<file path="src/rtl/emissor.sv">
// emissor: requester-side MESI controller for one cache line; define EMISSOR_EXCL_EN for full MESI (E fill), otherwise MSI.
module emissor #(
  parameter int TAG_W = 8
) (
  input  logic             CLK,
  input  logic             CLR,
  input  logic             CPU_valid,
  input  logic             CPU_wr,
  input  logic [TAG_W-1:0] CPU_tag,
  output logic             CPU_ready,
  output logic             BUS_req,
  input  logic             BUS_gnt,
  output logic [2:0]       BUS_cmd,
  output logic [TAG_W-1:0] BUS_addr,
  input  logic             BUS_done,
  input  logic             BUS_shared,
  input  logic             SNP_inv,
  input  logic             SNP_shr,
  output logic [2:0]       state,
  output logic [TAG_W-1:0] tag
);
`ifdef EMISSOR_EXCL_EN
  localparam logic EXCL = 1'b1;
`else
  localparam logic EXCL = 1'b0;
`endif
  localparam logic [2:0] ST_I = 3'b001, ST_S = 3'b010, ST_E = 3'b011, ST_M = 3'b100;
  localparam logic [2:0] C_NONE = 3'b000, C_RM = 3'b001, C_WM = 3'b010, C_UPG = 3'b011, C_WB = 3'b100;
  typedef enum logic [2:0] {IDLE, WB_ARB, WB_XFER, ARB, XFER, RESP} fsm_t;
  fsm_t             fsm_q, fsm_d;
  logic [2:0]       st_q, st_d, cmd_q, cmd_d, snp_st, fill;
  logic [TAG_W-1:0] tag_q, tag_d, addr_q, addr_d;
  logic             hit;
  logic [2:0]       miss_cmd;
  // line state, tag, bus command and controller state registers
  always_ff @(posedge CLK or negedge CLR) begin
    if (!CLR) begin
      fsm_q  <= IDLE;
      st_q   <= ST_I;
      tag_q  <= '0;
      cmd_q  <= C_NONE;
      addr_q <= '0;
    end else begin
      fsm_q  <= fsm_d;
      st_q   <= st_d;
      tag_q  <= tag_d;
      cmd_q  <= cmd_d;
      addr_q <= addr_d;
    end
  end
  // next state: snoops resolve first so a same-cycle request sees the downgraded line
  always_comb begin
    fsm_d    = fsm_q;
    st_d     = st_q;
    tag_d    = tag_q;
    cmd_d    = cmd_q;
    addr_d   = addr_q;
    snp_st   = SNP_inv ? ST_I : (SNP_shr && (st_q == ST_E || st_q == ST_M)) ? ST_S : st_q;
    hit      = (snp_st != ST_I) && (tag_q == CPU_tag);
    miss_cmd = CPU_wr ? C_WM : C_RM;
    fill     = (EXCL && !BUS_shared) ? ST_E : ST_S;
    case (fsm_q)
      IDLE: begin
        st_d = snp_st;
        if (CPU_valid) begin
          if (hit && (!CPU_wr || snp_st == ST_M)) fsm_d = RESP;
          else if (hit && snp_st == ST_E) begin
            st_d  = ST_M;
            fsm_d = RESP;
          end else if (hit) begin
            cmd_d  = C_UPG;
            addr_d = CPU_tag;
            fsm_d  = ARB;
          end else if (snp_st == ST_M) begin
            cmd_d  = C_WB;
            addr_d = tag_q;
            fsm_d  = WB_ARB;
          end else begin
            cmd_d  = miss_cmd;
            addr_d = CPU_tag;
            fsm_d  = ARB;
          end
        end
      end
      WB_ARB: fsm_d = BUS_gnt ? WB_XFER : WB_ARB;
      WB_XFER: if (BUS_done) begin
        st_d   = ST_I;
        cmd_d  = miss_cmd;
        addr_d = CPU_tag;
        fsm_d  = ARB;
      end
      ARB: begin
        if (cmd_q == C_UPG && SNP_inv) begin
          st_d  = ST_I;
          cmd_d = C_WM;
        end
        fsm_d = BUS_gnt ? XFER : ARB;
      end
      XFER: if (BUS_done) begin
        st_d  = (cmd_q == C_RM) ? fill : ST_M;
        tag_d = CPU_tag;
        cmd_d = C_NONE;
        fsm_d = RESP;
      end
      RESP: fsm_d = IDLE;
      default: fsm_d = IDLE;
    endcase
  end
  // outputs decoded from controller state and registers
  always_comb begin
    BUS_req   = (fsm_q == ARB) || (fsm_q == WB_ARB);
    CPU_ready = (fsm_q == RESP);
    BUS_cmd   = cmd_q;
    BUS_addr  = addr_q;
    state     = st_q;
    tag       = tag_q;
  end
endmodule

</file>
<file path="config.mk">
export PLATFORM = sky130hd
export DESIGN_NAME = emissor
export DESIGN_NICKNAME = d
export VERILOG_FILES = /design/src/rtl/emissor.sv
export SDC_FILE = /design/constraint.sdc
export NUM_CORES = 1
export LEC_CHECK = 0
export CORE_MARGIN = 5
export CORE_UTILIZATION = 45
export DETAILED_ROUTE_END_ITERATION = 8
export DONT_BUFFER_PORTS = 1
export GPL_ROUTABILITY_DRIVEN = 1
export SLEW_MARGIN = 20
export SYNTH_ARGS = -nofsm -noshare
export SYNTH_HDL_FRONTEND = slang
export SYNTH_SLANG_ARGS = --single-unit
</file>
<file path="constraint.sdc">
create_clock -name CLK -period 3.7 [get_ports CLK]
set_input_delay 0.555 -clock CLK [delete_from_list [all_inputs] [get_ports CLK]]
set_output_delay 0.555 -clock CLK [all_outputs]
set_load 0.005 [all_outputs]
</file>
After elaboration in Yosys (flattened, before gate mapping)
Cells that the tools add are included.
{"block": "word_totals", "ff_bits": 25, "ram_bits": 0, "out_inout_bits": 24, "mem_count": 0, "romBits": 0, "latch_bits": 0, "wordCells": 78}
{"block": "classes", "n_shift": 0, "n_mux": 37, "n_eq_ne": 19, "div_mod_pow": 0, "order_cmp": 0, "addsub": 0, "bitwise_logic": 0, "reduce_logical": 17, "n_mul": 0}
{"cell": "$mux W3", "n": 23}
{"cell": "$mux W8", "n": 6}
{"cell": "$pmux W3 S4", "n": 2}
{"cell": "$pmux W8 S2", "n": 1}
{"cell": "$eq A3 B2 Y1 const B", "n": 5}
{"cell": "$pmux W3 S5", "n": 1}
{"cell": "$eq A3 B3 Y1 const B", "n": 4}
{"cell": "$ne A2 B2 Y1 const B", "n": 6}
{"cell": "$eq A8 B8 Y1", "n": 1}
{"cell": "$mux W2", "n": 4}
{"cell": "$reduce_and A7 Y1", "n": 1}
{"cell": "$eq A3 B1 Y1 const B", "n": 2}
{"cell": "$logic_and A1 B1 Y1", "n": 5}
{"cell": "$reduce_and A5 Y1", "n": 1}
{"cell": "$reduce_and A4 Y1", "n": 1}
{"cell": "$reduce_bool A4 Y1", "n": 1}
{"cell": "$logic_not A3 Y1", "n": 1}
{"cell": "$logic_or A1 B1 Y1", "n": 3}
{"cell": "$ne A3 B1 Y1 const B", "n": 1}
{"cell": "$reduce_and A3 Y1", "n": 1}
{"cell": "$reduce_and A2 Y1", "n": 1}
{"cell": "$reduce_bool A2 Y1", "n": 1}
{"cell": "$logic_not A1 Y1", "n": 1}

Longest topological paths before layout
Gate-level depths: netlist (run 1).
{"block": "depth", "word_depth": 12, "mapped_depth": 7, "depth_no_buf": 6}

Worst setup path before layout (run 1)
Ideal clock, no wire load.
{"block": "synth_timing", "kind": "in2reg", "start": "input port CPU_tag[7]", "end": "register addr_q[0] (netlist: BUS_addr[0])", "t_arrival_ps": 2080, "setup_slack_ps": 1495, "n_path_buf": 0, "required_ps": 3575, "setup_ps": 125, "path_stages": 6, "path_cell_list": "xor2_1 > nor4_4 > nand4_1 > and3_4 > a32oi_4 > mux2_2"}
{"block": "synth_between", "elab_chain_len": 7, "word_cells_on_any_way": 12, "cone_classes": "eq/ne (3); mux (5); reduce/logical (4)"}
{"element": "start, declared", "line_no": "9", "text": "input logic [TAG_W-1:0] CPU_tag,"}
{"element": "$eq A8 B8 Y1 (*)", "line_no": "59", "text": "hit = (snp_st != ST_I) && (tag_q == CPU_tag);"}
{"element": "$logic_and A1 B1 Y1 (*)", "line_no": "59"}
{"element": "$mux W8", "line_no": "70", "text": "end else if (hit) begin"}
{"element": "$mux W8", "line_no": "67", "text": "else if (hit && snp_st == ST_E) begin"}
{"element": "$mux W8", "line_no": "66", "text": "if (hit && (!CPU_wr || snp_st == ST_M)) fsm_d = RESP;"}
{"element": "$mux W8", "line_no": "65", "text": "if (CPU_valid) begin"}
{"element": "$pmux W8 S2", "line_no": "62", "text": "case (fsm_q)"}
{"element": "end signal, assigned", "line_no": "48", "text": "addr_q <= addr_d;"}
{"element": "end, declared", "line_no": "32", "text": "logic [TAG_W-1:0] tag_q, tag_d, addr_q, addr_d;"}
Mark *: on every way between the ends. The rest lies on a longest branch, timed or not. The select of a mux whose other input is x is not followed.
A chain may end at the register's enable or synchronous reset.

Final worst setup path (run 1)
{"block": "layout_timing", "start": "register st_q[0] (netlist: state[0])", "end": "register addr_q[2] (netlist: BUS_addr[2])"}
{"block": "layout_between", "elab_chain_len": 12, "word_cells_on_any_way": 22, "cone_classes": "eq/ne (7); mux (8); reduce/logical (7)"}
{"element": "start, declared", "line_no": "31", "text": "logic [2:0] st_q, st_d, cmd_q, cmd_d, snp_st, fill;"}
{"element": "start signal, assigned", "line_no": "45", "text": "st_q <= st_d;"}
{"element": "$eq A3 B2 Y1 or $eq A3 B3 Y1 (tied branches)", "line_no": "58", "text": "snp_st = SNP_inv ? ST_I : (SNP_shr && (st_q == ST_E || st_q == ST_M)) ? ST_S : st_q;"}
{"element": "$logic_or A1 B1 Y1", "line_no": "58"}
{"element": "$logic_and A1 B1 Y1", "line_no": "58"}
{"element": "$mux W3 (*) (2 in a row)", "line_no": "58"}
{"element": "$eq A3 B3 Y1 or $ne A3 B1 Y1 (tied branches)", "line_no": "66, 74, 59"}
{"element": "$mux W8 or $logic_and A1 B1 Y1 (tied branches)", "line_no": "74, 59"}
{"element": "$mux W8", "line_no": "70"}
{"element": "$mux W8", "line_no": "67"}
{"element": "$mux W8", "line_no": "66"}
{"element": "$mux W8", "line_no": "65"}
{"element": "$pmux W8 S2", "line_no": "62"}
Marked as above.

==> impl_metrics.env, run 1 <==
export IMPL_ys_warn_count=0
export IMPL_vias=1074
export IMPL_gp_congestion=0.885
export IMPL_async_reset_ff_share_pct=100
export IMPL_cts_sinks=25
export IMPL_crit_reg2reg_capture="BUS_addr[2]"
export IMPL_final_common_cell="mux2_2"
export IMPL_ctsHoldBuffers=1
export IMPL_reg2reg_slack_ns=1.33
export IMPL_period_minus_slack_ns=2.37
export IMPL_syn_nets=158
export IMPL_arrival_ns=2.59
export IMPL_cp_max_fo=8
export IMPL_rr_worst_depth=6
export IMPL_grt_use_total_pct=15.4
export IMPL_fillCellCount=316
export IMPL_p_int_mw=0.724
export IMPL_rsz0062_at_grt="false"
export IMPL_fin_crit_sh_pct=64.2
export IMPL_fin_setup_tns_ns=0
export IMPL_cts_resized=0
export IMPL_synth_edff_count=0
export IMPL_grt_max_degree=25
export IMPL_min_path_type="in2async"
export IMPL_fmax_ghz=0.421
export IMPL_end_kind="register"
export IMPL_seq_area_um2=627
export IMPL_grtUsageMet1_pct=19.2
export IMPL_vias_per_cell=5.71
export IMPL_layout_cells_non_filler=188
export IMPL_chipHeight_um=68.8
export IMPL_antenna_cells=0
export IMPL_nets=160
export IMPL_antenna_found_initial=0
export IMPL_power_frac_seq_pct=47.0
export IMPL_cts_tree="done"
export IMPL_grt_overflow=0
export IMPL_p_sw_mw=0.530
export IMPL_p_sw_share_pct=42.3
export IMPL_netlist_area_um2=1560
export IMPL_cts_setup_buffers=0
export IMPL_drtIter0Drc=81
export IMPL_die_area_um2=4740
export IMPL_place_hpwl_um=2460
export IMPL_ys_seq_area_share_pct=40.2
export IMPL_fin_worst_skew_ns=0.00536
export IMPL_cts_buffers=3
export IMPL_coreArea_um2=3340
export IMPL_final_cell_mix="mux2_2, dfrtp_1, nor2_1, xor2_1, o21ai_0"
export IMPL_grt_pass1_wl_um=5380
export IMPL_finalSetupViolations=0
export IMPL_p_clk_share_pct=9.9
export IMPL_grt_pass1_vias=1129
export IMPL_powerDensity_nw_per_um2=762
export IMPL_totalWireLength_um=3220
export IMPL_synth_cell_types=39
export IMPL_ant_nets=0
export IMPL_die_x_um=68.8
export IMPL_critPathKind="reg2reg"
export IMPL_start_util_pct=46.7
export IMPL_drive_above_1_share_pct=28.2
export IMPL_busiest_layer="met2"
export IMPL_multi_input_area_um2=892
export IMPL_power_leakage_nw=0.683
export IMPL_dp_cells=183
export IMPL_clock_latency_ns=0.32
export IMPL_comb_power_share_pct=43.1
export IMPL_synth_seq_cells=25
export IMPL_synthFlopType="dfrtp_1"
export IMPL_cts_buffer_depth=2
export IMPL_wl_per_cell_um=17.1
export IMPL_ctsHtreeMaxLevel=1
export IMPL_startpoint_type="register"
export IMPL_area_growth_pct=5.62
export IMPL_synthCells=141
export IMPL_hold_viol_final=0
export IMPL_total_power_mw=1.25
export IMPL_io_pins=41
export IMPL_root_buffer="clkbuf_4"
export IMPL_clk_pin_slew_ns=0.14
export IMPL_rows=21
export IMPL_avgSynthCellArea_um2=11.0
export IMPL_use_met2_pct=25.5
export IMPL_drt_first_pass_iters=4
export IMPL_slew_viol_final=0
export IMPL_cp_required_ns=3.92
export IMPL_place_area_um2=1600
export IMPL_vdd_drop_max_mv=0.384
export IMPL_timing_rr_start="state[0]"
export IMPL_status="completed"
export IMPL_max_slew_margin_pct=64.1
export IMPL_drc_errors=0
export IMPL_design_area_um2=1650
export IMPL_io_buffers=0
export IMPL_met3_usage_pct=4.70
export IMPL_tightestPinTransition_ns=0.534
export IMPL_drv_cap=0
==> layer usage <==
metal  vias up  part of all wire (%)
met4         0                  0.47
met5         -                     0
met1       523                    42
met2        33                    48
li1        516                     -
met3         2                   9.1
==> sequential cells by signal, summed over array words and instances, names as in the netlist <==
register / cells
fsm_q: 3
BUS_cmd: 3
tag: 8
state: 3
BUS_addr: 8
==> final cells by class <==
type	count	area share [%]
Clock buffer	4	1.60
Inverter	6	1.37
Multi-Input combinational cell	106	54.2
Sequential cell	25	38.1
Tap cell	46	3.50
Timing Repair Buffer	1	1.22
==> cell families (layout without fill, tap and decap cells) <==
kind of cell,after synthesis,after routing,share of synthesized area (%)
AND/OR/NAND/NOR,42,42,18.3
AO/OA/AOI/OAI,26,26,13.1
multiplexers,29,29,20.8
XOR/XNOR,9,9,5.06
flip-flops,25,25,40.2
buffers and inverters,10,11,2.49
==> stage by stage <==
step,utilization [%],hold WS (ns),worst slack (ns)
finish,49.3,0.0256,1.33
global route,49.3,0.0000555,1.15
CTS,49.3,0.0173,1.28
detailed placement,47.9,0.260,1.23
global placement,47.9,0.260,1.28
floorplan,-,0.259,1.50
==> cells in the mapped netlist, drive strengths merged, types with 3 or more instances <==
cell type | number | share of area [%]
clkbuf | 3 | 0.72
o211ai | 3 | 2.3
or3 | 4 | 1.6
o21ai | 7 | 2.2
inv | 6 | 1.4
nor3 | 4 | 2.0
nand2b | 5 | 2.5
nand2 | 6 | 1.4
dfrtp | 24 | 39
xor2 | 9 | 5.1
mux2 | 27 | 20
a21oi | 4 | 1.3
nor2 | 10 | 2.4
nor2b | 3 | 1.2
nor4 | 3 | 3.1
==> worst max-delay path, stage by stage (launching register included) <==
cell and delay (ns):
dfstp_2 0.63, inv_1 0.10, nor4_1 0.33, nand4_1 0.22, and3_4 0.25, a32oi_4 0.36
mux2_2 0.38
==> power by group through the flow <==
| stage | sequential, mW | combinational [mW] | clock, mW |
|---|---|---|---|
| 2_1_floorplan | 0.521 | 0.502 | 0 |
| 3_3_place_gp | 0.595 | 0.525 | 0 |
| 3_5_place_dp | 0.603 | 0.539 | 0 |
| 4_1_cts | 0.595 | 0.549 | 0.129 |
| 5_1_grt | 0.617 | 0.608 | 0.144 |
| 6_report | 0.590 | 0.541 | 0.124 |
==> worst max path at each step <==
stage / from / to / slack, ns / depth (start not counted)
after floorplan: CPU_tag[7] / BUS_addr[0] / 1.50 / 6
after global placement: CPU_tag[7] / BUS_addr[4] / 1.28 / 6
after detailed placement: CPU_tag[7] / BUS_addr[2] / 1.23 / 6
after CTS: state[0] / BUS_addr[2] / 1.28 / 6
after global routing: state[0] / BUS_addr[4] / 1.15 / 6
final: state[0] / BUS_addr[2] / 1.33 / 6
Note: power is estimated with default switching activity, not from simulation.
==> inputs of run 2 (changes only) <==
==> constraint.sdc (replaced) <==
create_clock -name CLK -period 2.3 [get_ports CLK]
set_input_delay 0.345 -clock CLK [delete_from_list [all_inputs] [get_ports CLK]]
set_output_delay 0.345 -clock CLK [all_outputs]
set_load 0.005 [all_outputs]
==> impl_metrics.env, run 2 (synthesis gave the netlist of run 1 again) <==
export IMPL_dp_cells=188
export IMPL_cts_buffers=3
export IMPL_total_power_mw=2.15
export IMPL_start_util_pct=46.7
export IMPL_cts_buffer_depth=2
export IMPL_ant_nets=0
export IMPL_status="completed"
export IMPL_fmax_ghz=0.457
export IMPL_fin_setup_tns_ns=0
export IMPL_path_cells="xor2_1 > nor4_4 > nand4_4 > nand2b_4 > a32oi_4 > buf_12 > mux2_2"
export IMPL_fin_worst_skew_ns=0.0113
export IMPL_die_x_um=68.8
export IMPL_startpoint_type="register"
export IMPL_rows=21
export IMPL_rsz0062_at_grt="false"
export IMPL_timing_rr_start="tag[7]"
export IMPL_path_buf_inv=1
export IMPL_place_area_um2=1640
export IMPL_arrival_ns=2.41
export IMPL_cts_tree="done"
export IMPL_setup_ws_ns=0.112
export IMPL_vias=1142
export IMPL_slew_viol_final=0
export IMPL_grt_pass1_vias=1200
export IMPL_ctsHtreeMaxLevel=1
export IMPL_critPathTopFamily="simple AND/OR/NAND/NOR gates"
export IMPL_hold_viol_final=0
export IMPL_final_cell_mix="mux2_2, dfrtp_1, nor2_1, xor2_1, o21ai_0"
export IMPL_pre_cts_slack_ns=-0.00133
export IMPL_end_kind="register"
export IMPL_coreArea_um2=3340
export IMPL_cp_max_fo=9
export IMPL_fin_util_pct=51.5
export IMPL_vias_per_cell=5.86
export IMPL_critPathKind="reg2reg"
export IMPL_totalWireLength_um=3400
export IMPL_vdd_drop_max_mv=0.619
export IMPL_power_frac_seq_pct=42.5
export IMPL_grt_pass1_wl_um=5780
export IMPL_drt_first_pass_iters=5
export IMPL_io_buffers=0
export IMPL_max_slew_margin_pct=71.0
export IMPL_p_int_mw=1.24
export IMPL_drive_above_1_share_pct=31.5
export IMPL_min_path_type="in2reg"
export IMPL_io_pins=41
export IMPL_comb_power_share_pct=47.5
export IMPL_p_clk_share_pct=10.0
export IMPL_grt_overflow=0
export IMPL_layout_cells_non_filler=195
export IMPL_place_hpwl_um=2600
export IMPL_finalSetupViolations=0
export IMPL_p_sw_share_pct=42.3
export IMPL_chipHeight_um=68.8
export IMPL_final_common_cell="mux2_2"
export IMPL_die_area_um2=4740
export IMPL_cp_required_ns=2.53
export IMPL_tightestPinTransition_ns=0.435
export IMPL_clock_latency_ns=0.33
export IMPL_hold_path_startpoint="CPU_tag[3]"
export IMPL_p_sw_mw=0.912
export IMPL_grt_max_degree=26
export IMPL_drc_errors=0
export IMPL_grt_use_total_pct=16.2
export IMPL_setup_worst_path_start="tag[7]"
export IMPL_cp_slowest_cell="dfrtp_1"
export IMPL_wl_per_cell_um=17.4
export IMPL_antenna_found_initial=0
export IMPL_root_buffer="clkbuf_4"
export IMPL_fillCellCount=306
export IMPL_area_growth_pct=10.3
export IMPL_antenna_cells=0
export IMPL_nets=167
export IMPL_cts_sinks=25
export IMPL_drtIter0Drc=115
export IMPL_clk_pin_slew_ns=0.16
export IMPL_gp_congestion=0.894
export IMPL_fin_crit_sh_pct=95.1
export IMPL_design_area_um2=1720
export IMPL_drv_cap=0
export IMPL_powerDensity_nw_per_um2=1250
export IMPL_hold_ws_ns=0.147
export IMPL_period_minus_slack_ns=2.19
export IMPL_cts_resized=0
export IMPL_slowest_delay_ns=0.46
export IMPL_power_leakage_nw=0.725
run 2: cell count changes in the layout (fill, tap and decap cells not counted):
cell / previous run / this run
dlygate4sd3_1: 0 / 1
inv_6: 0 / 1
clkbuf_1: 1 / 0
buf_4: 0 / 5
buf_12: 1 / 2
run 2: metal layers:
metal	part of all wire, %	global-route usage, %	up-vias
met5	0	0	-
met4	1.9	4.62	0
met3	9.5	6.16	8
met2	49	26.7	49
met1	40	19.7	550
li1	-	-	535
run 2: power by group through the flow:
stage	Clock, mW	Sequential (mW)	Combinational, mW
floorplan	0	0.838	0.808
global placement	0	0.919	0.928
detailed placement	0	0.933	0.963
CTS	0.224	0.922	1.03
global route	0.240	0.954	1.14
finish	0.216	0.915	1.02
run 2: layout make-up:
| cell class | count | area, um2 | area share, % |
|---|---|---|---|
| Multi-Input combinational cell | 106 | 892 | 51.9 |
| Sequential cell | 25 | 627 | 36.5 |
| Timing Repair Buffer | 8 | 87.6 | 5.10 |
| Tap cell | 46 | 57.6 | 3.35 |
| Clock buffer | 3 | 22.5 | 1.31 |
| Inverter | 6 | 22.5 | 1.31 |
| Clock inverter | 1 | 8.76 | 0.510 |
run 2: what timing repair did:
item                                    CTS  global route
hold endpoints to repair                 25             0
hold buffers                              2             0
buffers inserted                          1             0
endpoints found under the setup margin    8             0
run 2: final timing paths:
check | end | slack [ns] | depth (start not counted)
setup / recovery | BUS_addr[2] | 0.11 | 7
min in group asynchronous | BUS_addr[4] | 0.42 | 2
hold / removal | tag[3] | 0.15 | 1
setup reg to reg | BUS_addr[2] | 0.11 | 7
hold reg to reg | BUS_addr[7] | 0.56 | 1
max in group asynchronous | state[0] | 1.65 | 2
run 2: worst register-to-register path, delay by kind of cell, from the launching register on:
| family | cells | cell delay (ns) |
|---|---|---|
| compound gates | 1 | 0.18 |
| xor+xnor | 1 | 0.19 |
| buf+inv | 1 | 0.17 |
| flops | 1 | 0.46 |
| mux | 1 | 0.33 |
| simple gates | 3 | 0.76 |
==> inputs of run 3 (changes only) <==
--- a/config.mk
+++ b/config.mk
@@ -5,11 +5,14 @@
 export SDC_FILE = /design/constraint.sdc
 export NUM_CORES = 1
 export LEC_CHECK = 0
+export ABC_AREA = 1
+export CAP_MARGIN = 40
 export CORE_MARGIN = 5
 export CORE_UTILIZATION = 45
 export DETAILED_ROUTE_END_ITERATION = 8
 export DONT_BUFFER_PORTS = 1
 export GPL_ROUTABILITY_DRIVEN = 1
+export MAX_ROUTING_LAYER = met4
 export SLEW_MARGIN = 20
 export SYNTH_ARGS = -nofsm -noshare
 export SYNTH_HDL_FRONTEND = slang
==> impl_metrics.env, run 3 <==
export IMPL_antenna_found_initial=0
export IMPL_final_common_cell="nand2_1"
export IMPL_cts_setup_buffers=0
export IMPL_drc_errors=0
export IMPL_chipHeight_um=72.5
export IMPL_synth_top_area_share_pct=34.1
export IMPL_syn_nets=268
export IMPL_power_leakage_nw=0.985
export IMPL_end_kind="register"
export IMPL_cp_required_ns=2.46
export IMPL_synth_seq_cells=25
export IMPL_status="completed"
export IMPL_rr_worst_depth=7
export IMPL_totalWireLength_um=4010
export IMPL_grt_overflow=0
export IMPL_area_growth_pct=5.33
export IMPL_holdPathStages=1
export IMPL_ys_seq_area_share_pct=35.6
export IMPL_die_x_um=72.5
export IMPL_synth_edff_count=0
export IMPL_ys_warn_count=0
export IMPL_final_cell_mix="nand2_1, inv_1, dfrtp_1, o21ai_0, nand3_1"
export IMPL_grt_pass1_wl_um=6870
export IMPL_p_clk_share_pct=10.7
export IMPL_tightestPinTransition_ns=0.498
export IMPL_fin_crit_sh_pct=80.5
export IMPL_min_path_type="in2reg"
export IMPL_antenna_cells=0
export IMPL_p_sw_mw=1.21
export IMPL_clk_pin_slew_ns=0.09
export IMPL_synth_area_leaders="dfrtp_1, nand2_1, o21ai_0, inv_1, nand3_1"
export IMPL_io_buffers=0
export IMPL_rows=22
export IMPL_start_util_pct=47.4
export IMPL_ctsHtreeMaxLevel=1
export IMPL_cp_max_fo=14
export IMPL_cts_buffers=3
export IMPL_io_pins=41
export IMPL_synthTopCellsByCount="nand2_1, inv_1, dfrtp_1"
export IMPL_synth_cell_types=30
export IMPL_synthCells=251
export IMPL_crit_reg2reg_capture="BUS_addr[2]"
export IMPL_startpoint_type="register"
export IMPL_place_area_um2=1780
export IMPL_critPathKind="reg2reg"
export IMPL_max_slew_margin_pct=66.8
export IMPL_yosysMostFrequentCell="nand2_1"
export IMPL_timing_rr_start="state[0]"
export IMPL_cts_sinks=25
export IMPL_reg2reg_slack_ns=0.45
export IMPL_netlist_area_um2=1760
export IMPL_fin_setup_tns_ns=0
export IMPL_yosys_area_top_type="dfrtp_1"
export IMPL_finalSetupViolations=0
export IMPL_drive_above_1_share_pct=14.7
export IMPL_comb_power_share_pct=51.3
export IMPL_root_buffer="clkbuf_8"
export IMPL_p_sw_share_pct=49.7
export IMPL_drtIter0Drc=76
export IMPL_clock_latency_ns=0.26
export IMPL_coreArea_um2=3720
export IMPL_vias=1506
export IMPL_cp_slowest_cell="dfstp_2"
export IMPL_fin_worst_skew_ns=0.00220
export IMPL_vdd_drop_max_mv=0.554
export IMPL_die_area_um2=5260
export IMPL_gp_congestion=0.848
export IMPL_drt_first_pass_iters=4
export IMPL_grt_pass1_vias=1510
export IMPL_grt_max_degree=26
export IMPL_avgSynthCellArea_um2=7.01
export IMPL_cts_buffer_depth=2
export IMPL_hold_viol_final=0
export IMPL_ant_nets=0
export IMPL_async_reset_ff_share_pct=100
export IMPL_wl_per_cell_um=13.4
export IMPL_path_cells="inv_2 > nand4_2 > nand2_1 > o211ai_4 > nand2_2 > nand2_1 > nand2_1"
export IMPL_hold_end="fsm_q[0]"
export IMPL_p_int_mw=1.22
export IMPL_power_frac_seq_pct=38.0
export IMPL_grt_use_total_pct=16.9
export IMPL_cts_tree="done"
export IMPL_arrival_ns=2.02
export IMPL_cts_resized=0
export IMPL_drv_cap=0
export IMPL_synthFlopType="dfrtp_1"
export IMPL_vias_per_cell=5.02
export IMPL_fmax_ghz=0.540
export IMPL_crit_top_cell="nand2_1"
export IMPL_slew_viol_final=0
export IMPL_hold_ws_ns=0.167
export IMPL_place_hpwl_um=3180
export IMPL_design_area_um2=1850
export IMPL_powerDensity_nw_per_um2=1310
export IMPL_slowest_delay_ns=0.59
export IMPL_rsz0062_at_grt="false"
export IMPL_hold_path_startpoint="BUS_gnt"
export IMPL_period_minus_slack_ns=1.85
export IMPL_nets=270
==> run 3: changes by cell type in the layout (fill, tap and decap cells not counted), moves of 5 or more <==
cell     delta
buf_4       -5
inv_1      +22
inv_2      +10
mux2_2     -27
nand2_1    +81
nand2_2     +6
nand3_1    +14
nor2_4      +5
o21ai_0    +15
o21ai_1     +8
xnor2_1     +6
xor2_1      -9
==> run 3: how the worst max path moves through the flow <==
| stage | start | endpoint | slack [ns] |
|---|---|---|---|
| after floorplan | state[0] | BUS_addr[0] | 0.77 |
| after global placement | state[0] | BUS_addr[0] | 0.48 |
| after detailed placement | state[0] | BUS_addr[2] | 0.47 |
| after CTS | state[0] | BUS_addr[2] | 0.46 |
| after global routing | state[0] | BUS_addr[6] | 0.29 |
| final | state[0] | BUS_addr[2] | 0.45 |
==> run 3: repair_timing <==
action	4_1_cts	5_1_grt
hold endpoints to repair	25	0
hold buffers	2	0
endpoints found under the setup margin	0	0
==> run 3: final cells by class <==
cell class              instances  area, um2
well taps                      48       60.1
inverters                      39        149
clock inverters                 1       5.00
clock buffers                   3       41.3
repair buffers                  2       30.0
multi-input cells             182        942
fillers                       412       1860
flip-flops and latches         25        627
==> run 3: worst max-delay path, delay by kind of cell, from the launching register on <==
kind / cells / cell delay (ns)
compound gates: 1 / 0.42
buf+inv: 1 / 0.07
flops: 1 / 0.59
simple gates: 5 / 0.67
==> run 3: power groups by stage <==
stage | combinational [mW] | sequential [mW] | clock [mW]
after CTS | 1.26 | 0.934 | 0.271
final | 1.25 | 0.923 | 0.261
after detailed placement | 1.24 | 0.942 | 0
after floorplan | 1.09 | 0.842 | 0
after global placement | 1.22 | 0.936 | 0
after global routing | 1.44 | 0.960 | 0.294
==> run 3: layer usage <==
layer  vias to the layer above  wire [um]  GRT usage (%)
met5                         -          0              -
met4                         0         42           3.89
met3                         4        245           4.02
met2                        37       2000           28.4
met1                       673       1710           20.5
li1                        792          -              -
==> run 3: per-stage QoR <==
step,util (%),std cells,setup slack (ns),power [mW]
floorplan,-,251,0.766,1.93
global placement,47.8,294,0.484,2.16
detailed placement,47.8,294,0.470,2.18
CTS,49.9,300,0.457,2.47
global route,49.9,300,0.292,2.70
finish,49.9,300,0.449,2.43
==> run 3: cell families after synthesis <==
logic type             synth area share [%]
AND/OR/NAND/NOR                        35.9
buffers and inverters                  10.9
AO/OA/AOI/OAI                          14.6
flip-flops                             35.6
XOR/XNOR                               2.99
